==> config.mk <==
export PLATFORM = sky130hd
export DESIGN_NAME = rom_access_arbiter
export DESIGN_NICKNAME = d
export VERILOG_FILES = /design/src/rtl/rom_access_arbiter_pkg.sv /design/src/rtl/rom_arb_prio.sv /design/src/rtl/rom_access_arbiter.sv
export SDC_FILE = /design/constraint.sdc
export NUM_CORES = 1
export LEC_CHECK = 0
export ABC_AREA = 1
export CAP_MARGIN = 20
export CORE_MARGIN = 1.5
export CORE_UTILIZATION = 43
export DETAILED_ROUTE_END_ITERATION = 8
export GPL_ROUTABILITY_DRIVEN = 0
export PLACE_DENSITY = 0.8
export SETUP_SLACK_MARGIN = 0.15
export SYNTH_ARGS = -nofsm -noshare
export SYNTH_HDL_FRONTEND = slang
export SYNTH_SLANG_ARGS = --single-unit
==> constraint.sdc <==
create_clock -name clk -period 1.9 [get_ports clk]
set_clock_uncertainty 0.15 [all_clocks]
set_input_delay 0.19 -clock clk [delete_from_list [all_inputs] [get_ports clk]]
set_output_delay 0.19 -clock clk [all_outputs]
set_load 0.02 [all_outputs]
==> src/rtl/rom_access_arbiter_pkg.sv <==
// Shared definitions for the ROM access arbiter.
// Holds the default port widths, the word-alignment mask and the encoding that
// records which requester owns an in-flight ROM access.
package rom_access_arbiter_pkg;

  localparam int unsigned ADDR_W_DEF = 12;
  localparam int unsigned DATA_W_DEF = 32;

  // Low address bits that must be zero for a word-aligned access.
  localparam logic [1:0] ALIGN_MASK = 2'b11;

  typedef enum logic {
    OWN_IF = 1'b0,
    OWN_LD = 1'b1
  } owner_e;

endpackage

==> src/rtl/rom_arb_prio.sv <==
// Grant logic for the shared ROM port.
// LD wins by default. An IF requester that has watched LD_STREAK consecutive
// LD grants is forced through on the next cycle.
// Ports:
//   clk, rst        clock, synchronous active-high reset
//   if_req, ld_req  held requests from fetch and load paths
//   if_gnt, ld_gnt  combinational one-hot (or zero) grants, zero during reset
module rom_arb_prio #(
  parameter int unsigned LD_STREAK = 3
) (
  input  logic clk,
  input  logic rst,
  input  logic if_req,
  input  logic ld_req,
  output logic if_gnt,
  output logic ld_gnt
);

  localparam logic [2:0] StreakMax = 3'(LD_STREAK);

  logic [2:0] streak_q, streak_d;
  logic       if_forced;

  // IF has been starved long enough and must take this slot.
  assign if_forced = if_req && (streak_q == StreakMax);

  always_comb begin
    if_gnt = 1'b0;
    ld_gnt = 1'b0;
    if (!rst) begin
      if (ld_req && !if_forced) begin
        ld_gnt = 1'b1;
      end else if (if_req) begin
        if_gnt = 1'b1;
      end
    end
  end

  // Counts LD grants taken while IF was waiting; saturates at the limit.
  always_comb begin
    streak_d = streak_q;
    if (!if_req || if_gnt) begin
      streak_d = '0;
    end else if (ld_gnt && (streak_q != StreakMax)) begin
      streak_d = streak_q + 3'd1;
    end
  end

  always_ff @(posedge clk) begin
    if (rst) begin
      streak_q <= '0;
    end else begin
      streak_q <= streak_d;
    end
  end

endmodule

==> src/rtl/rom_access_arbiter.sv <==
// Shares one combinational ROM port between instruction fetch (IF) and data
// loads (LD). Stage A registers the granted word address, stage B captures the
// ROM word into the owner's response register; rvalid follows the grant by
// exactly two cycles, one access per cycle.
// Ports:
//   clk, rst                          clock, synchronous active-high reset
//   if_req/if_addr/if_flush           fetch request, address, flush in-flight
//   if_gnt/if_rvalid/if_rdata         fetch grant and response
//   ld_req/ld_addr                    load request and byte address
//   ld_gnt/ld_rvalid/ld_rdata/ld_err  load grant and response
//   rom_addr/rom_data                 registered ROM address, ROM word
module rom_access_arbiter
  import rom_access_arbiter_pkg::*;
#(
  parameter int unsigned ADDR_W    = ADDR_W_DEF,
  parameter int unsigned DATA_W    = DATA_W_DEF,
  parameter int unsigned LD_STREAK = 3
) (
  input  logic              clk,
  input  logic              rst,
  input  logic              if_req,
  input  logic [ADDR_W-1:0] if_addr,
  input  logic              if_flush,
  output logic              if_gnt,
  output logic              if_rvalid,
  output logic [DATA_W-1:0] if_rdata,
  input  logic              ld_req,
  input  logic [ADDR_W-1:0] ld_addr,
  output logic              ld_gnt,
  output logic              ld_rvalid,
  output logic [DATA_W-1:0] ld_rdata,
  output logic              ld_err,
  output logic [ADDR_W-1:0] rom_addr,
  input  logic [DATA_W-1:0] rom_data
);

  localparam logic [ADDR_W-1:0] LowMask  = ADDR_W'(ALIGN_MASK);
  localparam logic [ADDR_W-1:0] AddrMask = ~LowMask;

  owner_e owner_q;
  logic   va_q;
  logic   err_q;
  logic   ld_misaligned;
  logic   if_capture;
  logic   ld_capture;

  assign ld_misaligned = |(ld_addr & LowMask);

  // A flush kills the fetch sitting in stage A; a grant in the same cycle is
  // the new target and is registered normally.
  assign if_capture = va_q && (owner_q == OWN_IF) && !if_flush;
  assign ld_capture = va_q && (owner_q == OWN_LD);

  rom_arb_prio #(
    .LD_STREAK (LD_STREAK)
  ) u_prio (
    .clk    (clk),
    .rst    (rst),
    .if_req (if_req),
    .ld_req (ld_req),
    .if_gnt (if_gnt),
    .ld_gnt (ld_gnt)
  );

  always_ff @(posedge clk) begin
    if (rst) begin
      rom_addr  <= '0;
      va_q      <= 1'b0;
      owner_q   <= OWN_IF;
      err_q     <= 1'b0;
      if_rvalid <= 1'b0;
      ld_rvalid <= 1'b0;
      if_rdata  <= '0;
      ld_rdata  <= '0;
      ld_err    <= 1'b0;
    end else begin
      // Stage A
      va_q <= if_gnt | ld_gnt;
      if (ld_gnt) begin
        rom_addr <= ld_addr & AddrMask;
        owner_q  <= OWN_LD;
        err_q    <= ld_misaligned;
      end else if (if_gnt) begin
        rom_addr <= if_addr & AddrMask;
        owner_q  <= OWN_IF;
        err_q    <= 1'b0;
      end
      // Stage B
      if_rvalid <= if_capture;
      ld_rvalid <= ld_capture;
      if (if_capture) begin
        if_rdata <= rom_data;
      end
      if (ld_capture) begin
        ld_rdata <= err_q ? '0 : rom_data;
        ld_err   <= err_q;
      end
    end
  end

endmodule

Word level (Yosys, flattened, before mapping)
Cells that the tools add are included.
{ "word_totals": {"register_bits": 83, "input_bits": 61, "output_inout_bits": 81, "wordCells": 39} }
{ "op_classes": {"add_sub_neg": 1, "n_reduce_logical": 13, "eq_ne": 2, "muxes": 11, "bitwise": 2} }
{ "op_table": {"columns": ["cell", "n"], "rows": [
  ["$mux 32", 1],
  ["$mux 12", 2],
  ["$mux 1", 8],
  ["$logic_and 1x1->1", 6],
  ["$reduce_or 2->1", 2],
  ["$add 3x1->3 const B", 1],
  ["$eq 3x2->1 const B", 1],
  ["$logic_not 1->1", 3],
  ["$ne 3x2->1 const B", 1],
  ["$reduce_bool 2->1", 1],
  ["$logic_or 1x1->1", 1],
  ["$not 1->1", 1],
  ["$or 1x1->1", 1]
]} }

Depth between registers and ports, before layout
Gate-level depths: netlist (run 1).
{ "depth": {"word_depth": 8, "ltp_mapped": 9, "ltp_nobuf": 8} }

Hierarchy
From an unflattened synthesis (run 1), not the netlist that was laid out.
{ "hier_totals": {"cells_unflattened": 470, "hier_area_um2": 3495.9} }
{ "by_module_without_submodules": {"columns": ["module", "area_per_inst_um2", "cells_each", "instances", "seq_area_each_um2"], "rows": [
  ["rom_access_arbiter", 3329.4, 448, 1, 1601.5],
  ["rom_arb_prio", 166.4, 22, 1, 60.1]
]} }

Worst setup path before layout (run 1)
No wires, ideal clock.
{ "synth_path": {"path_kind": "register -> output", "from": "register u_prio.streak_q[0]", "to": "output if_gnt", "n_path_buf": 1, "stages_incl_launch_ff": 6, "slack_ns": 0.256, "required_ns": 1.560, "arrival_time_ns": 1.304, "cell_sequence": "dfxtp_1 -> ha_1 -> ha_1 -> nand2_1 -> buf_2 -> a21oi_1"} }
{ "synth_between": {"elab_chain_cells": 6} }
{ "synth_lines": {"columns": ["element", "line", "rtl"], "rows": [
  ["from (decl)", "rom_arb_prio.sv:21", "logic [2:0] streak_q, streak_d;"],
  ["from (signal assigned)", "rom_arb_prio.sv:53", "streak_q <= streak_d;"],
  ["$eq 3x2->1", "rom_arb_prio.sv:25", "assign if_forced = if_req && (streak_q == StreakMax);"],
  ["$logic_and 1x1->1", "rom_arb_prio.sv:25", null],
  ["$logic_not 1->1", "rom_arb_prio.sv:31", "if (ld_req && !if_forced) begin"],
  ["$logic_and 1x1->1", "rom_arb_prio.sv:31", null],
  ["$mux 1", "rom_arb_prio.sv:31", null],
  ["$mux 1", "rom_arb_prio.sv:30", "if (!rst) begin"],
  ["to (decl)", "rom_access_arbiter.sv:24", "output logic if_gnt,"]
]} }
Every way passes these cells.

Final worst setup path (run 1)
{ "layout_path": {"from": "register u_prio.streak_q[0]", "to": "output ld_gnt"} }
{ "layout_between": {"elab_chain_cells": 6} }
{ "layout_lines": {"columns": ["element", "line", "rtl"], "rows": [
  ["$eq 3x2->1", "rom_arb_prio.sv:25", null],
  ["$logic_and 1x1->1", "rom_arb_prio.sv:25", null],
  ["$logic_not 1->1", "rom_arb_prio.sv:31", null],
  ["$logic_and 1x1->1", "rom_arb_prio.sv:31", null],
  ["$mux 1", "rom_arb_prio.sv:31", null],
  ["$mux 1", "rom_arb_prio.sv:30", null],
  ["to (decl)", "rom_access_arbiter.sv:29", "output logic ld_gnt,"]
]} }
Every way passes these cells.

==> results.sh, run 1 <==
export IMPL_status="complete, no violations"
export IMPL_fin_crit_sh_pct=89.54
export IMPL_synth_edf_count=0
export IMPL_crit_path_end_kind="output pin"
export IMPL_grt_max_degree=68
export IMPL_synthCells=445
export IMPL_tritoncts="done"
export IMPL_rsz0062_at_grt="no"
export IMPL_synth_distinct_cells=25
export IMPL_drtPass1Iterations=4
export IMPL_drc=0
export IMPL_crit_path_top_delay_cell="dfxtp_2"
export IMPL_synth_ff_type="dfxtp_1"
export IMPL_avgRoutedWirePerCell_um=13.47
export IMPL_root_buffer="clkbuf_8"
export IMPL_holdPathEnd="ld_rdata[0]"
export IMPL_hold_violations=0
export IMPL_swShare_pct=29.05
export IMPL_r2r_cells=4
export IMPL_setup_violations=0
export IMPL_crit_family="flip-flops"
export IMPL_grtUsageMet2_pct=35.93
export IMPL_wl_mm=9.230
export IMPL_multi_input_area_um2=1429
export IMPL_timing_rr_end="ld_rdata[24]"
export IMPL_p_comb_share_pct=19.2
export IMPL_die_w_um=91.92
export IMPL_grt_pass1_vias=3075
export IMPL_yosys_top_cells_area="dfxtp_1 (49%), nand2_1 (14%), a21oi_1 (10%)"
export IMPL_cts_buffer_depth=2
export IMPL_synth_most_common_cell="nand2_1"
export IMPL_ff2ff_setup_slack_ps=270
export IMPL_cts_buffers=9
export IMPL_power_leakage_nw=2.012
export IMPL_regToRegStartpoint="owner_q"
export IMPL_synth_top_cell_area_share_pct=48.88
export IMPL_avgViaCountPerCell=4.953
export IMPL_io_buffers=137
export IMPL_dp_cells=665
export IMPL_worst_pin_slew_ps=676.3
export IMPL_pwr_share_seq_pct=49.4
export IMPL_grt_util_met1_pct=27.08
export IMPL_crit_buf_inv=2
export IMPL_final_cells=685
export IMPL_postRouteAntennaNets=0
export IMPL_grt_overflow=0
export IMPL_p_per_area_nw_per_um2=745.9
export IMPL_clkTransAtPathRegs_ps=90
export IMPL_row_count=32
export IMPL_synthTopCellsByCount="nand2_1 (131), dfxtp_1 (83), a21oi_1 (68)"
export IMPL_htreeDepth=3
export IMPL_die_h_um=91.92
export IMPL_peakVddDrop_mv=0.5093
export IMPL_ys_seq_area_share_pct=48.88
export IMPL_area_delta_synth_final_pct=49.72
export IMPL_crit_fanout=3
export IMPL_place_hpwl_mm=6.311
export IMPL_switchingPower_mw=1.103
export IMPL_via_count=3393
export IMPL_diodes=0
export IMPL_yosys_warnings=0
export IMPL_drt_iter0_drc=156
export IMPL_ys_seq_elements=83
export IMPL_timing_max_cap_violations=0
export IMPL_synthesis_area_um2=3400
export IMPL_hold_depth=3
export IMPL_core_um2=7687
export IMPL_syn_area_per_cell_um2=7.639
export IMPL_synth_largest_area_cell="dfxtp_1"
export IMPL_antenna_found_initial=0
export IMPL_grt_util_met3_pct=6.136
export IMPL_startpoint_type="register"
export IMPL_slew_headroom_pct=54.91
export IMPL_seqCellArea_um2=1664
export IMPL_drive_above_1_share_pct=9.262
export IMPL_busiest_layer="met2"
export IMPL_grt_pass1_wl_mm=14.70
export IMPL_final_max_slew_viol_count=0
export IMPL_grt_use_total_pct=21.62
export IMPL_clkPwrFrac_pct=31.4
export IMPL_dieArea_um2=8448
export IMPL_fillCellCount=662
export IMPL_critPathRequiredTime_ps=1560
export IMPL_clk_latency_ps=340
export IMPL_cpPeakStageDelay_ps=340
export IMPL_initial_core_util_pct=44.22
export IMPL_synthArstFlopShare_pct=0
export IMPL_nets=641
export IMPL_io_pins=142
export IMPL_worstHoldPathType="primary input to register"
export IMPL_post_route_util_pct=66.21
export IMPL_cts_sinks=83
export IMPL_min_period_ps=1701
export IMPL_path_common_cell="ha_4"
export IMPL_cp_arrival_ps=1360
export IMPL_criticalPathCategory="register to output pin"
export IMPL_hp_start="rom_data[0]"
export IMPL_internal_power_mw=2.694
export IMPL_max_clock_freq_mhz=587.8
export IMPL_path_cells="ha_4 -> ha_4 -> nand2_4 -> nand3_4 -> inv_2 -> buf_6"
[metal layers]
layer	share of wire, %	wire [µm]	vias to the layer above
met5	0	0	-
met4	1.1	102	0
met3	7.0	647	11
met2	48	4404	126
met1	44	4076	1536
li1	-	-	1720
[tightest hold or removal path: stages]
cell,delay [ps]
clkdlybuf4s50_1,420
nand2_1,70
a21oi_1,50
[metrics by stage]
stage               power (mW)  worst slack, ps  cell area (µm²)  TNS (ps)  hold slack, ps
floorplan                2.282            255.8             3403         0           178.6
global placement         2.616           -113.2             4816    -149.8           297.6
detailed placement       2.627           -114.9             4816    -204.5           300.8
CTS                      3.806            160.7             5057         0           255.9
global route             3.980            146.0             5090         0           262.1
finish                   3.797            198.7             5090         0           268.6
[logic make-up (layout without fill, tap and decap cells)]
family | after synthesis | count (layout) | synth area share [%]
buffers and inverters | 75 | 211 | 10.89
and+or+nand+nor | 212 | 213 | 28.60
other | 1 | 2 | 0.1103
DFF | 83 | 83 | 48.88
adders and majority gates | 2 | 2 | 0.7360
AOI/OAI and AO/OA | 71 | 71 | 10.53
xor gates and xnor gates | 1 | 1 | 0.2577
[power groups by stage]
stage | clock [mW] | combinational (mW) | sequential, mW
4_1_cts | 1.21 | 0.724 | 1.87
3_5_place_dp | 0 | 0.716 | 1.91
3_3_place_gp | 0 | 0.707 | 1.91
6_report | 1.19 | 0.731 | 1.87
2_1_floorplan | 0 | 0.285 | 2.00
5_1_grt | 1.30 | 0.790 | 1.89
[registers in the layout (all words and copies together) (netlist names)]
name / count
err_q: 1
if_rdata: 32
if_rvalid: 1
ld_err: 1
ld_rdata: 32
ld_rvalid: 1
owner_q: 1
rom_addr: 10
u_prio.streak_q: 3
va_q: 1
[cell usage in the layout, fill, tap and decap left out, types with 2 or more instances in the layout]
cell type,count
a21oi_1,67
buf_4,19
buf_6,2
clkbuf_8,10
clkdlybuf4s50_1,134
clkinvlp_4,2
conb_1,2
dfxtp_1,81
dfxtp_2,2
ha_4,2
inv_1,34
inv_2,2
nand2_1,129
nand2_4,2
nand3_1,21
nand4_1,42
nor2_1,13
[layout make-up]
class,count,share of cell area (%)
clock buffer,10,2.704
timing repair buffer,158,30.29
tap,102,2.507
inverter,37,2.778
multi-input combinational,289,28.07
sequential,83,32.69
clock inverter,6,0.9587
[repair_timing]
action	4_1_cts	5_1_grt
cloned	0	1
setup buffers	1	1
hold buffers	1	0
setup endpoints to repair	2	17
gates resized for setup	21	3
pin swaps	2	1
endpoints found under the hold margin	2	0
[worst max path at each step]
| stage | startpoint | end | slack (ps) | cells after the start |
|---|---|---|---|---|
| finish | u_prio.streak_q[0] | ld_gnt | 200 | 6 |
| global route | u_prio.streak_q[0] | ld_gnt | 150 | 6 |
| CTS | rst | if_gnt | 160 | 6 |
| detailed placement | u_prio.streak_q[0] | if_gnt | -110 | 5 |
| global placement | if_req | if_gnt | -110 | 5 |
| floorplan | u_prio.streak_q[0] | if_gnt | 260 | 5 |
(Power assumes the default switching activity.)
==> run 2, diff against run 1 <==
Settings changed: CAP_MARGIN 20 to not set, CORE_MARGIN 1.5 to 2.
==> results.sh, run 2 (synthesis results as in run 1) <==
export IMPL_cp_endpoint="ld_gnt"
export IMPL_wl_mm=9.445
export IMPL_pwr_share_seq_pct=46.6
export IMPL_drt_iter0_drc=126
export IMPL_regToRegStartpoint="u_prio.streak_q[0]"
export IMPL_place_hpwl_mm=6.496
export IMPL_place_area_um2=4826
export IMPL_layout_commonest_cell="clkdlybuf4s50_1"
export IMPL_hold_violations=0
export IMPL_fillCellCount=656
export IMPL_fin_crit_sh_pct=88.43
export IMPL_io_buffers=137
export IMPL_finalInstanceArea_um2=5102
export IMPL_status="complete, no violations"
export IMPL_diodes=0
export IMPL_area_delta_synth_final_pct=50.09
export IMPL_avgViaCountPerCell=5.042
export IMPL_slew_headroom_pct=54.99
export IMPL_die_h_um=92.92
export IMPL_peakVddDrop_mv=0.4180
export IMPL_clkPwrFrac_pct=35.2
export IMPL_grt_pass1_vias=3285
export IMPL_ff2ff_setup_slack_ps=350
export IMPL_rsz0062_at_grt="no"
export IMPL_via_count=3459
export IMPL_top_layer_used="met4"
export IMPL_r2r_cells=7
export IMPL_drtPass1Iterations=4
export IMPL_row_count=32
export IMPL_startpoint_type="register"
export IMPL_power_leakage_nw=2.027
export IMPL_seqCellArea_um2=1663
export IMPL_setup_violations=0
export IMPL_cts_buffer_depth=2
export IMPL_final_cell_mix="clkdlybuf4s50_1 (134), nand2_1 (130), dfxtp_1 (82)"
export IMPL_min_period_ps=1680
export IMPL_timing_max_cap_violations=0
export IMPL_p_per_area_nw_per_um2=786.5
export IMPL_htreeDepth=3
export IMPL_avgRoutedWirePerCell_um=13.77
export IMPL_timing_rr_end="u_prio.streak_q[1]"
export IMPL_grt_use_total_pct=22.28
export IMPL_tns_ps=0
export IMPL_core_um2=7687
export IMPL_grt_max_degree=68
export IMPL_startpoint="u_prio.streak_q[0]"
export IMPL_place_ws_ps=-36.74
export IMPL_criticalPathCategory="register to output pin"
export IMPL_crit_fanout=3
export IMPL_initial_core_util_pct=44.22
export IMPL_root_buffer="clkbuf_8"
export IMPL_grt_overflow=0
export IMPL_wl_met2_mm=4.340
export IMPL_die_w_um=92.92
export IMPL_met1_length_mm=4.216
export IMPL_wl_met3_um=749
export IMPL_critPathRequiredTime_ps=1560
export IMPL_fin_ws_ps=219.8
export IMPL_cts_sinks=83
export IMPL_cp_arrival_ps=1340
export IMPL_hold_buffers=0
export IMPL_clk_latency_ps=340
export IMPL_cts_buffers=9
export IMPL_p_comb_share_pct=18.1
export IMPL_max_clock_freq_mhz=595.2
export IMPL_crit_path_end_kind="output pin"
export IMPL_internal_power_mw=2.949
export IMPL_reg_top3="if_rdata x32, ld_rdata x32, rom_addr x10"
export IMPL_swShare_pct=26.52
export IMPL_worstHoldPathType="primary input to register"
export IMPL_post_route_util_pct=66.37
export IMPL_postRouteAntennaNets=0
export IMPL_io_pins=142
export IMPL_antenna_found_initial=0
export IMPL_clkTransAtPathRegs_ps=80
export IMPL_switchingPower_mw=1.064
export IMPL_nets=642
export IMPL_drc=0
export IMPL_tritoncts="done"
export IMPL_worst_pin_slew_ps=675.1
export IMPL_final_max_slew_viol_count=0
export IMPL_drive_above_1_share_pct=9.075
export IMPL_grt_pass1_wl_mm=15.64
export IMPL_multi_input_area_um2=1408
export IMPL_dieArea_um2=8633
## run 2: cell types whose count changed in the layout (fill, tap and decap cells not counted), sizes merged
cell         change
clkbuf           +1
nor2             -1
inv              -1
buf              +3
dlygate4sd3      -1
clkinv           -2
bufinv           +2
## run 2: repair_timing
| item | CTS | global route |
|---|---|---|
| setup buffers | 2 | 0 |
| pin swaps | 2 | 1 |
| resized for setup | 19 | 1 |
| endpoints found under the setup margin | 2 | 2 |
## run 2: critical path: stages, from the launching register on
cell     delay (ps)
dfxtp_2         340
ha_4            160
ha_4            160
nand2_4          90
nand3_4          70
inv_2            70
buf_6           110
## run 2: how the worst min path moves through the flow
| stage | to | slack, ps | start | cells past startpoint |
|---|---|---|---|---|
| final | rom_addr[5] | 30 | rst | 4 |
| after global routing | rom_addr[8] | 50 | rst | 4 |
| after CTS | rom_addr[5] | 20 | rst | 4 |
| after detailed placement | if_rdata[31] | 300 | if_rdata[31] | 2 |
| after global placement | if_rdata[23] | 300 | if_rdata[23] | 2 |
| after floorplan | err_q | 180 | ld_addr[0] | 2 |
## run 2: metal layers
metal | global-route usage, % | up-vias
met2 | 36.71 | 142
met4 | 7.475 | 0
met1 | 28.89 | 1581
met3 | 4.963 | 17
li1 | - | 1719
met5 | 0 | -
## run 2: layout make-up
class	count	area share (%)
Sequential cell	83	32.59
Timing Repair Buffer	160	30.14
Inverter	37	2.771
Clock inverter	5	1.643
Clock buffer	11	2.771
Tap cell	102	2.501
Multi-Input combinational cell	288	27.59
## run 2: per-stage QoR
stage	instances	hold slack (ps)	total power [mW]
5_1_grt	686	48.80	4.203
3_5_place_dp	668	302.5	2.631
3_3_place_gp	668	299.2	2.618
2_1_floorplan	446	178.6	2.282
6_report	686	25.56	4.013
4_1_cts	686	15.63	4.045
## run 2: power by group through the flow
| stage | Combinational (mW) | Clock, mW | Sequential (mW) |
|---|---|---|---|
| after floorplan | 0.285 | 0 | 2.00 |
| after global placement | 0.710 | 0 | 1.91 |
| after detailed placement | 0.721 | 0 | 1.91 |
| after CTS | 0.729 | 1.45 | 1.87 |
| after global routing | 0.792 | 1.53 | 1.88 |
| final | 0.727 | 1.41 | 1.87 |
